`src/rtl/demosaic_pkg.sv`:
```
`default_nettype none
// ============================================================================
// demosaic_pkg : shared encodings for the demosaic stream controller
// Rev 1.0
// ============================================================================
package demosaic_pkg;

   localparam logic [1:0] PH_R  = 2'd0;
   localparam logic [1:0] PH_GR = 2'd1;
   localparam logic [1:0] PH_GB = 2'd2;
   localparam logic [1:0] PH_B  = 2'd3;

   localparam int BAYER_RGGB = 0;
   localparam int BAYER_GRBG = 1;
   localparam int BAYER_GBRG = 2;
   localparam int BAYER_BGGR = 3;

   localparam int ST_W = 3;
   typedef logic [ST_W-1:0] state_t;
   localparam state_t ST_IDLE       = 3'd0;
   localparam state_t ST_GAP        = 3'd1;
   localparam state_t ST_ACTIVE     = 3'd2;
   localparam state_t ST_FLUSH_WAIT = 3'd3;
   localparam state_t ST_FLUSH      = 3'd4;
   localparam state_t ST_DONE       = 3'd5;

   localparam int BRD_TOP    = 3;
   localparam int BRD_BOTTOM = 2;
   localparam int BRD_LEFT   = 1;
   localparam int BRD_RIGHT  = 0;

   // Colour of a site: pattern phase of (0,0) flipped by row/column parity.
   function automatic logic [1:0] bayer_phase(input logic [1:0] pattern,
                                              input logic       row_lsb,
                                              input logic       col_lsb);
      return pattern ^ {row_lsb, col_lsb};
   endfunction

endpackage
`default_nettype wire

```
`src/rtl/demosaic_win_coord.sv`:
```
`default_nettype none
// ============================================================================
// demosaic_win_coord : registers window centre coordinates, phase and borders
// Rev 1.0
// ============================================================================
module demosaic_win_coord
   import demosaic_pkg::*;
#(
   parameter int COLS          = 512,
   parameter int LINES         = 768,
   parameter int CW            = 10,
   parameter int RW            = 10,
   parameter int BAYER_PATTERN = 0
) (
   input  logic          CLK,
   input  logic          RST,
   input  logic          raw_valid,
   input  logic [RW-1:0] raw_row,
   input  logic [CW-1:0] raw_col,
   output logic          win_valid,
   output logic [RW-1:0] out_row,
   output logic [CW-1:0] out_col,
   output logic [1:0]    phase,
   output logic [3:0]    border,
   output logic          line_valid
);

   localparam logic [CW-1:0] c_last_col = CW'(COLS - 1);
   localparam logic [RW-1:0] c_last_row = RW'(LINES - 1);

   logic          r_valid;
   logic [RW-1:0] r_row;
   logic [CW-1:0] r_col;
   logic [1:0]    r_phase;
   logic [3:0]    r_border;
   logic [3:0]    w_border;

   always_comb begin
      w_border             = '0;
      w_border[BRD_TOP]    = (raw_row == '0);
      w_border[BRD_BOTTOM] = (raw_row == c_last_row);
      w_border[BRD_LEFT]   = (raw_col == '0);
      w_border[BRD_RIGHT]  = (raw_col == c_last_col);
   end

   // Idle cycles present all-zero coordinates so downstream never sees stale data.
   always_ff @(posedge CLK) begin
      if (RST) begin
         r_valid  <= 1'b0;
         r_row    <= '0;
         r_col    <= '0;
         r_phase  <= '0;
         r_border <= '0;
      end else begin
         r_valid  <= raw_valid;
         r_row    <= raw_valid ? raw_row : '0;
         r_col    <= raw_valid ? raw_col : '0;
         r_phase  <= raw_valid ? bayer_phase(2'(BAYER_PATTERN), raw_row[0], raw_col[0]) : '0;
         r_border <= raw_valid ? w_border : '0;
      end
   end

   assign win_valid  = r_valid;
   assign line_valid = r_valid;
   assign out_row    = r_row;
   assign out_col    = r_col;
   assign phase      = r_phase;
   assign border     = r_border;

endmodule
`default_nettype wire

```
`src/rtl/demosaic_stream_ctrl.sv`:
```
`default_nettype none
// ============================================================================
// demosaic_stream_ctrl : line-buffer sequencing and window timing for demosaic
// Rev 1.0
// ============================================================================
module demosaic_stream_ctrl
   import demosaic_pkg::*;
#(
   parameter int COLS          = 512,
   parameter int LINES         = 768,
   parameter int CW            = 10,
   parameter int RW            = 10,
   parameter int FLUSH_GAP     = 19,
   parameter int BAYER_PATTERN = 0
) (
   input  logic          CLK,
   input  logic          RST,
   input  logic          HSYNC,
   input  logic          VSYNC,
   output logic          LB_WE,
   output logic          LB_WSEL,
   output logic [CW-1:0] LB_ADDR,
   output logic          WIN_VALID,
   output logic [RW-1:0] OUT_ROW,
   output logic [CW-1:0] OUT_COL,
   output logic [1:0]    PHASE,
   output logic [3:0]    BORDER,
   output logic          O_HSYNC,
   output logic          O_VSYNC,
   output logic          FRAME_DONE,
   output logic          ERR
);

   localparam int            c_gap_w    = (FLUSH_GAP > 1) ? $clog2(FLUSH_GAP) : 1;
   localparam logic [CW-1:0] c_last_col = CW'(COLS - 1);
   localparam logic [RW-1:0] c_last_row = RW'(LINES - 1);
   localparam logic [CW-1:0] c_col_one  = CW'(1);
   localparam logic [RW-1:0] c_row_one  = RW'(1);
   localparam logic [c_gap_w-1:0] c_gap_last = c_gap_w'(FLUSH_GAP - 1);
   localparam logic [c_gap_w-1:0] c_gap_one  = c_gap_w'(1);

   state_t             r_state;
   state_t             w_next_state;
   logic [RW-1:0]      r_row;
   logic [CW-1:0]      r_col;
   logic               r_full;
   logic               r_wsel;
   logic               r_err;
   logic               r_vsync_d;
   logic               r_o_vsync;
   logic               r_frame_done;
   logic [c_gap_w-1:0] r_gap_cnt;

   logic          w_vs_rise;
   logic          w_in_line;
   logic          w_abort;
   logic          w_write;
   logic          w_line_end;
   logic          w_flush_px;
   logic          w_err_set;
   logic          w_raw_valid;
   logic [RW-1:0] w_raw_row;

   assign w_vs_rise  = VSYNC & ~r_vsync_d;
   assign w_in_line  = (r_state == ST_GAP) || (r_state == ST_ACTIVE);
   assign w_abort    = w_in_line & ~VSYNC;
   assign w_write    = w_in_line & VSYNC & HSYNC & ~r_full;
   assign w_line_end = (r_state == ST_ACTIVE) & VSYNC & ~HSYNC;
   assign w_flush_px = (r_state == ST_FLUSH);
   // Short line, overlong line, early VSYNC drop, or HSYNC while flushing.
   assign w_err_set  = (w_line_end & ~r_full)
                     | (w_in_line & VSYNC & HSYNC & r_full)
                     | w_abort
                     | (HSYNC & ((r_state == ST_FLUSH_WAIT) || (r_state == ST_FLUSH)
                                 || (r_state == ST_DONE)));

   always_ff @(posedge CLK) begin
      if (RST) r_state <= ST_IDLE;
      else     r_state <= w_next_state;
   end

   always_comb begin
      w_next_state = r_state;
      case (r_state)
         ST_IDLE:       if (w_vs_rise) w_next_state = ST_GAP;
         ST_GAP:        if (!VSYNC) w_next_state = ST_IDLE;
                        else if (HSYNC) w_next_state = ST_ACTIVE;
         ST_ACTIVE:     if (!VSYNC) w_next_state = ST_IDLE;
                        else if (!HSYNC) w_next_state = (r_row == c_last_row) ? ST_FLUSH_WAIT : ST_GAP;
         ST_FLUSH_WAIT: if (r_gap_cnt == c_gap_last) w_next_state = ST_FLUSH;
         ST_FLUSH:      if (r_col == c_last_col) w_next_state = ST_DONE;
         ST_DONE:       w_next_state = ST_IDLE;
         default:       w_next_state = ST_IDLE;
      endcase
   end

   always_comb begin
      LB_WE       = w_write;
      LB_WSEL     = r_wsel;
      LB_ADDR     = r_col;
      w_raw_valid = (w_write && (r_row != '0)) || w_flush_px;
      w_raw_row   = w_flush_px ? c_last_row : (r_row - c_row_one);
   end

   always_ff @(posedge CLK) begin
      if (RST) begin
         r_row        <= '0;
         r_col        <= '0;
         r_full       <= 1'b0;
         r_wsel       <= 1'b0;
         r_err        <= 1'b0;
         r_vsync_d    <= 1'b0;
         r_o_vsync    <= 1'b0;
         r_frame_done <= 1'b0;
         r_gap_cnt    <= '0;
      end else begin
         r_vsync_d    <= VSYNC;
         r_frame_done <= (r_state == ST_DONE);

         if ((r_state == ST_IDLE) && w_vs_rise) r_err <= 1'b0;
         else if (w_err_set)                    r_err <= 1'b1;

         if ((r_state == ST_IDLE) && w_vs_rise)            r_row <= '0;
         else if (w_line_end && (r_row != c_last_row))     r_row <= r_row + c_row_one;

         if (w_line_end) r_wsel <= ~r_wsel;

         // Column saturates at the last pixel; r_full marks a complete line.
         if (w_abort || w_line_end) begin
            r_col  <= '0;
            r_full <= 1'b0;
         end else if (w_write) begin
            if (r_col == c_last_col) r_full <= 1'b1;
            else                     r_col  <= r_col + c_col_one;
         end else if (w_flush_px) begin
            r_col <= (r_col == c_last_col) ? '0 : (r_col + c_col_one);
         end

         if ((r_state == ST_FLUSH_WAIT) && (r_gap_cnt != c_gap_last)) r_gap_cnt <= r_gap_cnt + c_gap_one;
         else                                                         r_gap_cnt <= '0;

         if (w_abort || r_frame_done) r_o_vsync <= 1'b0;
         else if (w_raw_valid)        r_o_vsync <= 1'b1;
      end
   end

   demosaic_win_coord #(
      .COLS          (COLS),
      .LINES         (LINES),
      .CW            (CW),
      .RW            (RW),
      .BAYER_PATTERN (BAYER_PATTERN)
   ) u_win_coord (
      .CLK        (CLK),
      .RST        (RST),
      .raw_valid  (w_raw_valid),
      .raw_row    (w_raw_row),
      .raw_col    (r_col),
      .win_valid  (WIN_VALID),
      .out_row    (OUT_ROW),
      .out_col    (OUT_COL),
      .phase      (PHASE),
      .border     (BORDER),
      .line_valid (O_HSYNC)
   );

   assign O_VSYNC    = r_o_vsync;
   assign FRAME_DONE = r_frame_done;
   assign ERR        = r_err;

endmodule
`default_nettype wire

```
`config.mk`:
```
export PLATFORM = sky130hd
export DESIGN_NAME = demosaic_stream_ctrl
export DESIGN_NICKNAME = d
export VERILOG_FILES = /design/src/rtl/demosaic_pkg.sv /design/src/rtl/demosaic_win_coord.sv /design/src/rtl/demosaic_stream_ctrl.sv
export SDC_FILE = /design/constraint.sdc
export NUM_CORES = 1
export LEC_CHECK = 0
export CAP_MARGIN = 20
export CORE_ASPECT_RATIO = 1.75
export CORE_MARGIN = 2
export CORE_UTILIZATION = 30
export CTS_BUF_LIST = sky130_fd_sc_hd__clkbuf_16
export CTS_CLUSTER_SIZE = 25
export DETAILED_ROUTE_END_ITERATION = 16
export PLACE_DENSITY = 0.51
export SETUP_SLACK_MARGIN = 0.4
export SLEW_MARGIN = 15
export SYNTH_ARGS = -nofsm -noshare
export SYNTH_HDL_FRONTEND = slang
export SYNTH_SLANG_ARGS = --single-unit
export TNS_END_PERCENT = 10
```
`constraint.sdc`:
```
create_clock -name CLK -period 6.5 [get_ports CLK]
set_clock_uncertainty 0.2 [all_clocks]
set_input_delay 0.975 -clock CLK [delete_from_list [all_inputs] [get_ports CLK]]
set_output_delay 0.975 -clock CLK [all_outputs]
set_load 0.01 [all_outputs]
```
Word level (Yosys, flattened, before mapping)
Cells that the tools add are included.

Bitwise logic cells: 20. Reduce and logical (&&, ||, !) cells: 23. Multipliers: 0. Equality and inequality tests: 17. Muxes and demuxes: 14. Add/subtract/negate cells: 4. Magnitude comparators: 0. Shift-type cells: 0. Div/mod/pow operators: 0.

Operators by type and width (count): 10-bit 2-to-1 mux (5); 3-bit 2-to-1 mux (7); 10-bit by 1-bit adder with 10-bit output (second input constant) (2); 10-bit equality test (second input constant) (2); 10-bit logical NOT (2); 3-bit one-hot mux with 5 select lines (1); 1-bit AND (10); 10-bit by 9-bit equality test with 1-bit output (second input constant) (1); 10-bit != test (second input constant) (1); 10-bit nonzero test (1); 2-bit OR reduction (5); 10-bit by 1-bit subtractor with 10-bit output (second input constant) (1); 1-bit inverter (7); 3-bit by 2-bit equality test with 1-bit output (second input constant) (2); 3-bit equality test (second input constant) (2); 1-bit logical OR (6); 3-bit != test (second input constant) (2); 5-bit by 1-bit adder with 5-bit output (second input constant) (1); 5-bit equality test (second input constant) (1); 5-bit != test (second input constant) (1); 5-bit AND reduction (1); 1-bit logical AND (4); 2-bit by 1-bit != test with 1-bit output (second input constant) (2); 2-bit != test (second input constant) (2); 6 further kinds (9).

Bits in registers: 61. RAM bits: 0. Memories kept: 0. Bits in latches: 0. Output and inout bits: 43. Memory bits (read-only): 0. Word-level logic and storage cells: 93.

Depth between registers and ports, before layout
Gate-level depths: netlist (run 1).

Depth in word-level cells: 9. Mapped depth: 11. Mapped depth without buffers: 8.

By module
From an unflattened synthesis (run 1), not the netlist that was laid out.

Cell total of the unflattened synthesis: 315. Area, all modules: 2775.2 um^2.

By module, submodules not included: demosaic_stream_ctrl (instances 1, cells each 246, area each 1991.9 um^2); demosaic_win_coord (instances 1, cells each 69, area each 783.3 um^2).

Worst setup path after synthesis (run 1)
Ideal clock, no wire load.

Path type: input-to-output. Start point: input port HSYNC. End point: output port LB_WE. Path buffers: 1. Arrival time: 1627 ps. Required time: 5325 ps. Stages on the path: 3. Path slack: 3698 ps. Cell sequence: clkbuf_1 -> nand4bb_1 -> nor2_1.

Word-level cells in the longest chain between the ends: 2.

RTL lines: from (decl) (RTL line demosaic_stream_ctrl.sv:18) `input logic HSYNC,`; 1-bit AND (2 in a row) (RTL line demosaic_stream_ctrl.sv:67) `assign w_write = w_in_line & VSYNC & HSYNC & ~r_full;`; to (decl) (RTL line demosaic_stream_ctrl.sv:20) `output logic LB_WE,`.

Every way passes these cells.

Worst setup path after layout (run 1)
Start point: input port VSYNC. End point: output port LB_WE.

Word-level cells in the longest chain between the ends: 3.

RTL lines: from (decl) (RTL line demosaic_stream_ctrl.sv:19) `input logic VSYNC,`; 1-bit AND (3 in a row) (RTL line demosaic_stream_ctrl.sv:67).

Every way passes these cells.

==> impl_metrics.toml, run 1 <==
[grt]
grt_use_total_pct = 14.5
grt_max_degree = 16
grt.met2_usage_pct = 25.7
grt_overflow = 0
first_global_vias = 2329
use_met1_pct = 14.9
grt.busiest_layer = "met2"
gr-usage-met3_pct = 3.89
antenna_found_initial = 0
grt_pass1_wl_um = 11500

[run_status]
status = "finished, final reports clean"

[power_and_ir_drop]
power_uw = 913
power_density_nw_per_um2 = 253
leakage_uw = 0.00128
peakVddDrop_mv = 0.143

[finish]
layoutNonFillerInstCount = 491
fin_area_um2 = 3610
final.fill_count = 942
final_core_util_pct = 38.7
area_growth_pct = 27.3
finalNetCount = 376
n_antenna_cell = 0
drive_above_1_share_pct = 5.96

[synthesis]
synth_fp_nets = 341
syn_area_um2 = 2840
ys_seq_area_share_pct = 41.6
synthDistinctLibCells = 55
yosysWarnings = 0
async_flop_share_pct = 0
synth_top_flop_cell = "dfxtp_1"
synth-edff-count = 0
syn_avg_cell_area_um2 = 8.58
synth_seq_cells = 59
synth_cells = 331

[floorplanning]
die_h_um = 133
rows = 47
ioPinCount = 47
die_w_um = 77.5
die_area_um2 = 10300
initial_core_util_pct = 30.4
core_area_um2 = 9350

[cts]
htreeDepth = 3
cts_resized = 0
cts-root-buf = "clkbuf_16"
clock_sinks = 59
tritoncts = "yes"
clock_path_buffers = 2
cts_hold_buf = 0
cts_made_buffers = 9
path_clk_slew_ns = 0.05
cts_setup_buffers = 0
clk_latency_ns = 0.33

[setup_path]
cp_num_cells = 4
cp_max_fo = 10
path_delay_family = "buffers and inverters"
slowest_stage = "clkdlybuf4s50_1"
worstSetupEndpointType = "primary output"
crit_top_cell = "clkdlybuf4s50_1"
crit_type = "in -> out"
cp.arrival_ns = 2.68
rr_worst_depth = 8
critPathRequiredTime_ns = 5.32
start_kind = "input pin"
path_buf_inv = 2
critPathMaxStageDelay_ns = 0.65
worstPathCellList = "clkdlybuf4s50_1 > nand4bb_1 > nor2_1 > clkdlybuf4s50_1"

[route]
vias = 2412
firstDrtPassIters = 4
final_antenna_net_count = 0
viasPerCell = 4.91
drt_iter0_drc = 124
drt_drc_violations_left = 0
drt-wirelength-per-cell_um = 13.8
wl_um = 6780

[place]
port_buffers = 46
dp.cells = 477
dp_hpwl_um = 5050
postPlaceCellArea_um2 = 3320
finalWeightedCongestion = 0.819

[sta]
max_slew_margin_pct = 45.0
tightestPinTransition_ns = 0.823
slew_viol_final = 0
timing.final.hold_violations = 0
rsz0062_at_grt = "false"
min_period_ns = 3.85
setup_tns_ns = 0
maxClockFrequency_ghz = 0.259
finalCritPeriodShare_pct = 59.3
setup_viol_count_final = 0

[hold_path]
hold_path.class = "reg -> reg"
min_path_cells = 1

[job]
maxCapViolCount = 0
==> through the flow <==
stage	hold slack, ns	setup slack [ns]
floorplan	0.230	3.70
global placement	0.242	2.66
detailed placement	0.235	2.63
CTS	0.241	2.63
global route	0.245	2.56
finish	0.252	2.65
==> where the power goes <==
group	internal [µW]	switching [µW]
combinational	23.2	32.8
clock	326	154
sequential	367	9.90
total	716	197
==> per-layer routing <==
metal / vias to the layer above / share of wire [%]
met1: 1126 / 38
met5: - / 0
met4: 0 / 3.4
met3: 12 / 3.9
li1: 1211 / -
met2: 63 / 54
==> cells in the mapped netlist (2+ instances only) <==
cell type | n | share of area, %
ha_1 | 6 | 2.6
o21ai_0 | 10 | 1.8
dfxtp_1 | 59 | 42
nand4_1 | 2 | 0.44
nand2_1 | 18 | 2.4
and2_1 | 8 | 1.8
mux2i_1 | 3 | 1.1
buf_4 | 6 | 1.6
nand3_1 | 16 | 2.8
inv_1 | 8 | 1.1
nand2b_1 | 4 | 0.88
nor4b_1 | 3 | 0.93
clkbuf_1 | 8 | 1.1
nor3b_1 | 4 | 1.1
o22ai_1 | 2 | 0.44
a221oi_1 | 2 | 0.62
a21oi_1 | 14 | 2.5
nor4_2 | 2 | 0.88
buf_2 | 4 | 0.71
nor4b_2 | 2 | 1.1
and3_1 | 4 | 0.88
o21a_1 | 2 | 0.53
a211oi_1 | 3 | 0.79
nand3b_1 | 3 | 0.79
o41ai_1 | 2 | 0.62
nor3_1 | 18 | 3.2
xor2_1 | 10 | 3.1
nor4_1 | 4 | 0.88
nor2b_1 | 3 | 0.66
xnor2_1 | 15 | 4.6
a31oi_1 | 4 | 0.88
nor2_1 | 49 | 6.5
buf_6 | 4 | 1.6
or3_1 | 8 | 1.8
==> placed cells by master, fill, tap and decap left out, types with 3 or more instances in the layout <==
| cell type | netlist | routed |
|---|---|---|
| or3_1 | 8 | 8 |
| xor2_1 | 10 | 10 |
| dfxtp_1 | 59 | 59 |
| a21oi_1 | 14 | 14 |
| xnor2_1 | 15 | 15 |
| ha_1 | 6 | 6 |
| a31oi_1 | 4 | 4 |
| nand3_1 | 16 | 16 |
| nor2_1 | 49 | 49 |
| nand2_1 | 18 | 18 |
| inv_1 | 8 | 9 |
| mux2i_1 | 3 | 3 |
| nor4b_1 | 3 | 3 |
| nand3b_1 | 3 | 3 |
| clkdlybuf4s50_1 | 0 | 46 |
| o21ai_0 | 10 | 10 |
| nor4_1 | 4 | 4 |
| a211oi_1 | 3 | 3 |
| nor2b_1 | 3 | 3 |
| nor3b_1 | 4 | 4 |
| and3_1 | 4 | 4 |
| buf_4 | 6 | 3 |
| and2_1 | 8 | 8 |
| nor3_1 | 18 | 18 |
| clkbuf_16 | 0 | 9 |
| nand2b_1 | 4 | 4 |
==> cells by family (layout without fill, tap and decap cells) <==
family | after synthesis | in the layout | share of synthesized area [%]
AND/OR/NAND/NOR | 158 | 158 | 30.0
multiplexers | 3 | 3 | 1.06
AO/OA/AOI/OAI | 46 | 46 | 10.3
adder cells (fa/ha/maj) | 6 | 6 | 2.64
XOR/XNOR | 25 | 25 | 7.71
buffers and inverters | 34 | 72 | 6.70
flip-flops | 59 | 59 | 41.6
==> worst paths after layout <==
check                                     endpoint  slack, ns                  start
setup / recovery                             LB_WE       2.65                  VSYNC
hold / removal                O_VSYNC$_SDFFE_PP0P_       0.25  FRAME_DONE$_SDFF_PP0_
setup reg to reg  u_win_coord.border[2]$_SDFF_PP0_       3.62  r_row[0]$_SDFFE_PP0P_
hold reg to reg               O_VSYNC$_SDFFE_PP0P_       0.25  FRAME_DONE$_SDFF_PP0_
==> flip-flops by register name, summed over array words and instances (netlist names), 3 cells and up <==
register / count
LB_ADDR: 10
r_state: 3
u_win_coord.out_row: 10
r_gap_cnt: 5
u_win_coord.border: 4
u_win_coord.out_col: 9
r_row: 10
==> layout make-up <==
class                           instances  area, µm²  area share (%)
Multi-Input combinational cell        238       1470            40.6
Sequential cell                        59       1180            32.7
Timing Repair Buffer                   49        483            13.4
Clock buffer                            9        225            6.23
Tap cell                              122        153            4.22
Clock inverter                          5       71.3            1.97
Inverter                                9       33.8           0.935
(Power assumes the default switching activity.)
==> run 2: changes to the inputs <==
clock period = 3.89 ns   (was 6.5 ns; I/O delays follow)
==> impl_metrics.toml, run 2 (synthesized netlist as in run 1, its figures left out) <==
[sta]
tightestPinTransition_ns = 0.794
finalCritPeriodShare_pct = 78.5
rsz0062_at_grt = "false"
timing.final.hold_violations = 0
min_period_ns = 3.05
slew_viol_final = 0
maxClockFrequency_ghz = 0.327
max_slew_margin_pct = 46.9
setup_viol_count_final = 0
setup_tns_ns = 0

[finish]
final.fill_count = 923
drive_above_1_share_pct = 5.95
n_antenna_cell = 0
layoutNonFillerInstCount = 492
area_growth_pct = 25.7
finalNetCount = 376
layout_common_cells = "59 x dfxtp_1, 49 x nor2_1, 46 x clkdlybuf4s50_1"
final_common_cell = "dfxtp_1"

[route]
drt_iter0_drc = 86
final_antenna_net_count = 0
firstDrtPassIters = 4
drt-wirelength-per-cell_um = 13.7
viasPerCell = 4.85
wl_um = 6740
vias = 2385
drt_drc_violations_left = 0

[cts]
path_clk_slew_ns = 0.05
clock_sinks = 59
clock_path_buffers = 2
cts_setup_buffers = 0
cts-root-buf = "clkbuf_16"
cts_hold_buf = 0
htreeDepth = 3
tritoncts = "yes"
clk_latency_ns = 0.33
cts_made_buffers = 9
cts_resized = 0

[setup_path]
crit_type = "in -> out"
path_buf_inv = 2
cp.arrival_ns = 2.27
slowest_stage = "clkdlybuf4s50_1"
critPathRequiredTime_ns = 3.11
worstPathCellList = "clkdlybuf4s50_1 > nand4bb_1 > nor2_1 > clkdlybuf4s50_1"
crit_top_cell = "clkdlybuf4s50_1"
cp_max_fo = 10
critPathMaxStageDelay_ns = 0.65
path_delay_family = "buffers and inverters"
start_kind = "input pin"
worstSetupEndpointType = "primary output"

[grt]
grt_pass1_wl_um = 11300
antenna_found_initial = 0
use_met1_pct = 14.2
grt.busiest_layer = "met2"
grt_use_total_pct = 14.2
gr-usage-met3_pct = 3.89
grt_overflow = 0
grt.met2_usage_pct = 25.7
first_global_vias = 2279
grt_max_degree = 16

[floorplanning]
die_w_um = 77.5
die_h_um = 133
core_area_um2 = 9350
ioPinCount = 47
rows = 47
initial_core_util_pct = 30.4
die_area_um2 = 10300

[place]
dp.cells = 477
dp_hpwl_um = 4940
finalWeightedCongestion = 0.808
port_buffers = 46

[power_and_ir_drop]
leakage_uw = 0.00126
power_density_nw_per_um2 = 391
peakVddDrop_mv = 0.206

[run_status]
status = "finished, final reports clean"

[job]
maxCapViolCount = 0

[hold_path]
hold_path.class = "reg -> reg"
[run 2: layout make-up]
class | count | area, µm² | share of cell area, %
multi-input cells | 238 | 1470 | 41.1
flip-flops and latches | 59 | 1180 | 33.1
repair buffers | 49 | 483 | 13.5
clock buffers | 9 | 225 | 6.31
well taps | 122 | 153 | 4.28
inverters | 9 | 33.8 | 0.947
clock inverters | 6 | 25.0 | 0.701
[run 2: where the power goes]
group | total (µW) | switching (µW) | internal, µW
registers | 629 | 16.3 | 613
clock network | 674 | 260 | 414
logic | 93.0 | 54.2 | 38.8
[run 2: path summary, 6_finish.rpt]
check | from | endpoint | slack, ns | cells past startpoint
setup reg to reg | r_row[0]$_SDFFE_PP0P_ | u_win_coord.border[2]$_SDFF_PP0_ | 1.03 | 8
hold reg to reg | r_gap_cnt[0]$_SDFF_PP0_ | r_gap_cnt[0]$_SDFF_PP0_ | 0.26 | 1
setup / recovery | VSYNC | LB_WE | 0.84 | 4
hold / removal | r_gap_cnt[0]$_SDFF_PP0_ | r_gap_cnt[0]$_SDFF_PP0_ | 0.26 | 1
[run 2: metal layers]
layer	part of all wire [%]	routed length, µm	vias up
met4	2.8	192	0
met2	53	3600	60
li1	-	-	1214
met3	4.6	307	15
met5	0	0	-
met1	39	2640	1096
[run 2: per-stage QoR]
stage	setup slack (ns)	utilization (%)	hold slack (ns)	instance area [µm²]	total power, µW
global placement	0.820	35.5	0.246	3320	736
global route	0.638	38.2	0.269	3570	1460
detailed placement	0.821	35.5	0.253	3320	736
CTS	0.818	38.2	0.265	3570	1410
finish	0.835	38.2	0.259	3570	1400
floorplan	1.47	-	0.230	2840	706
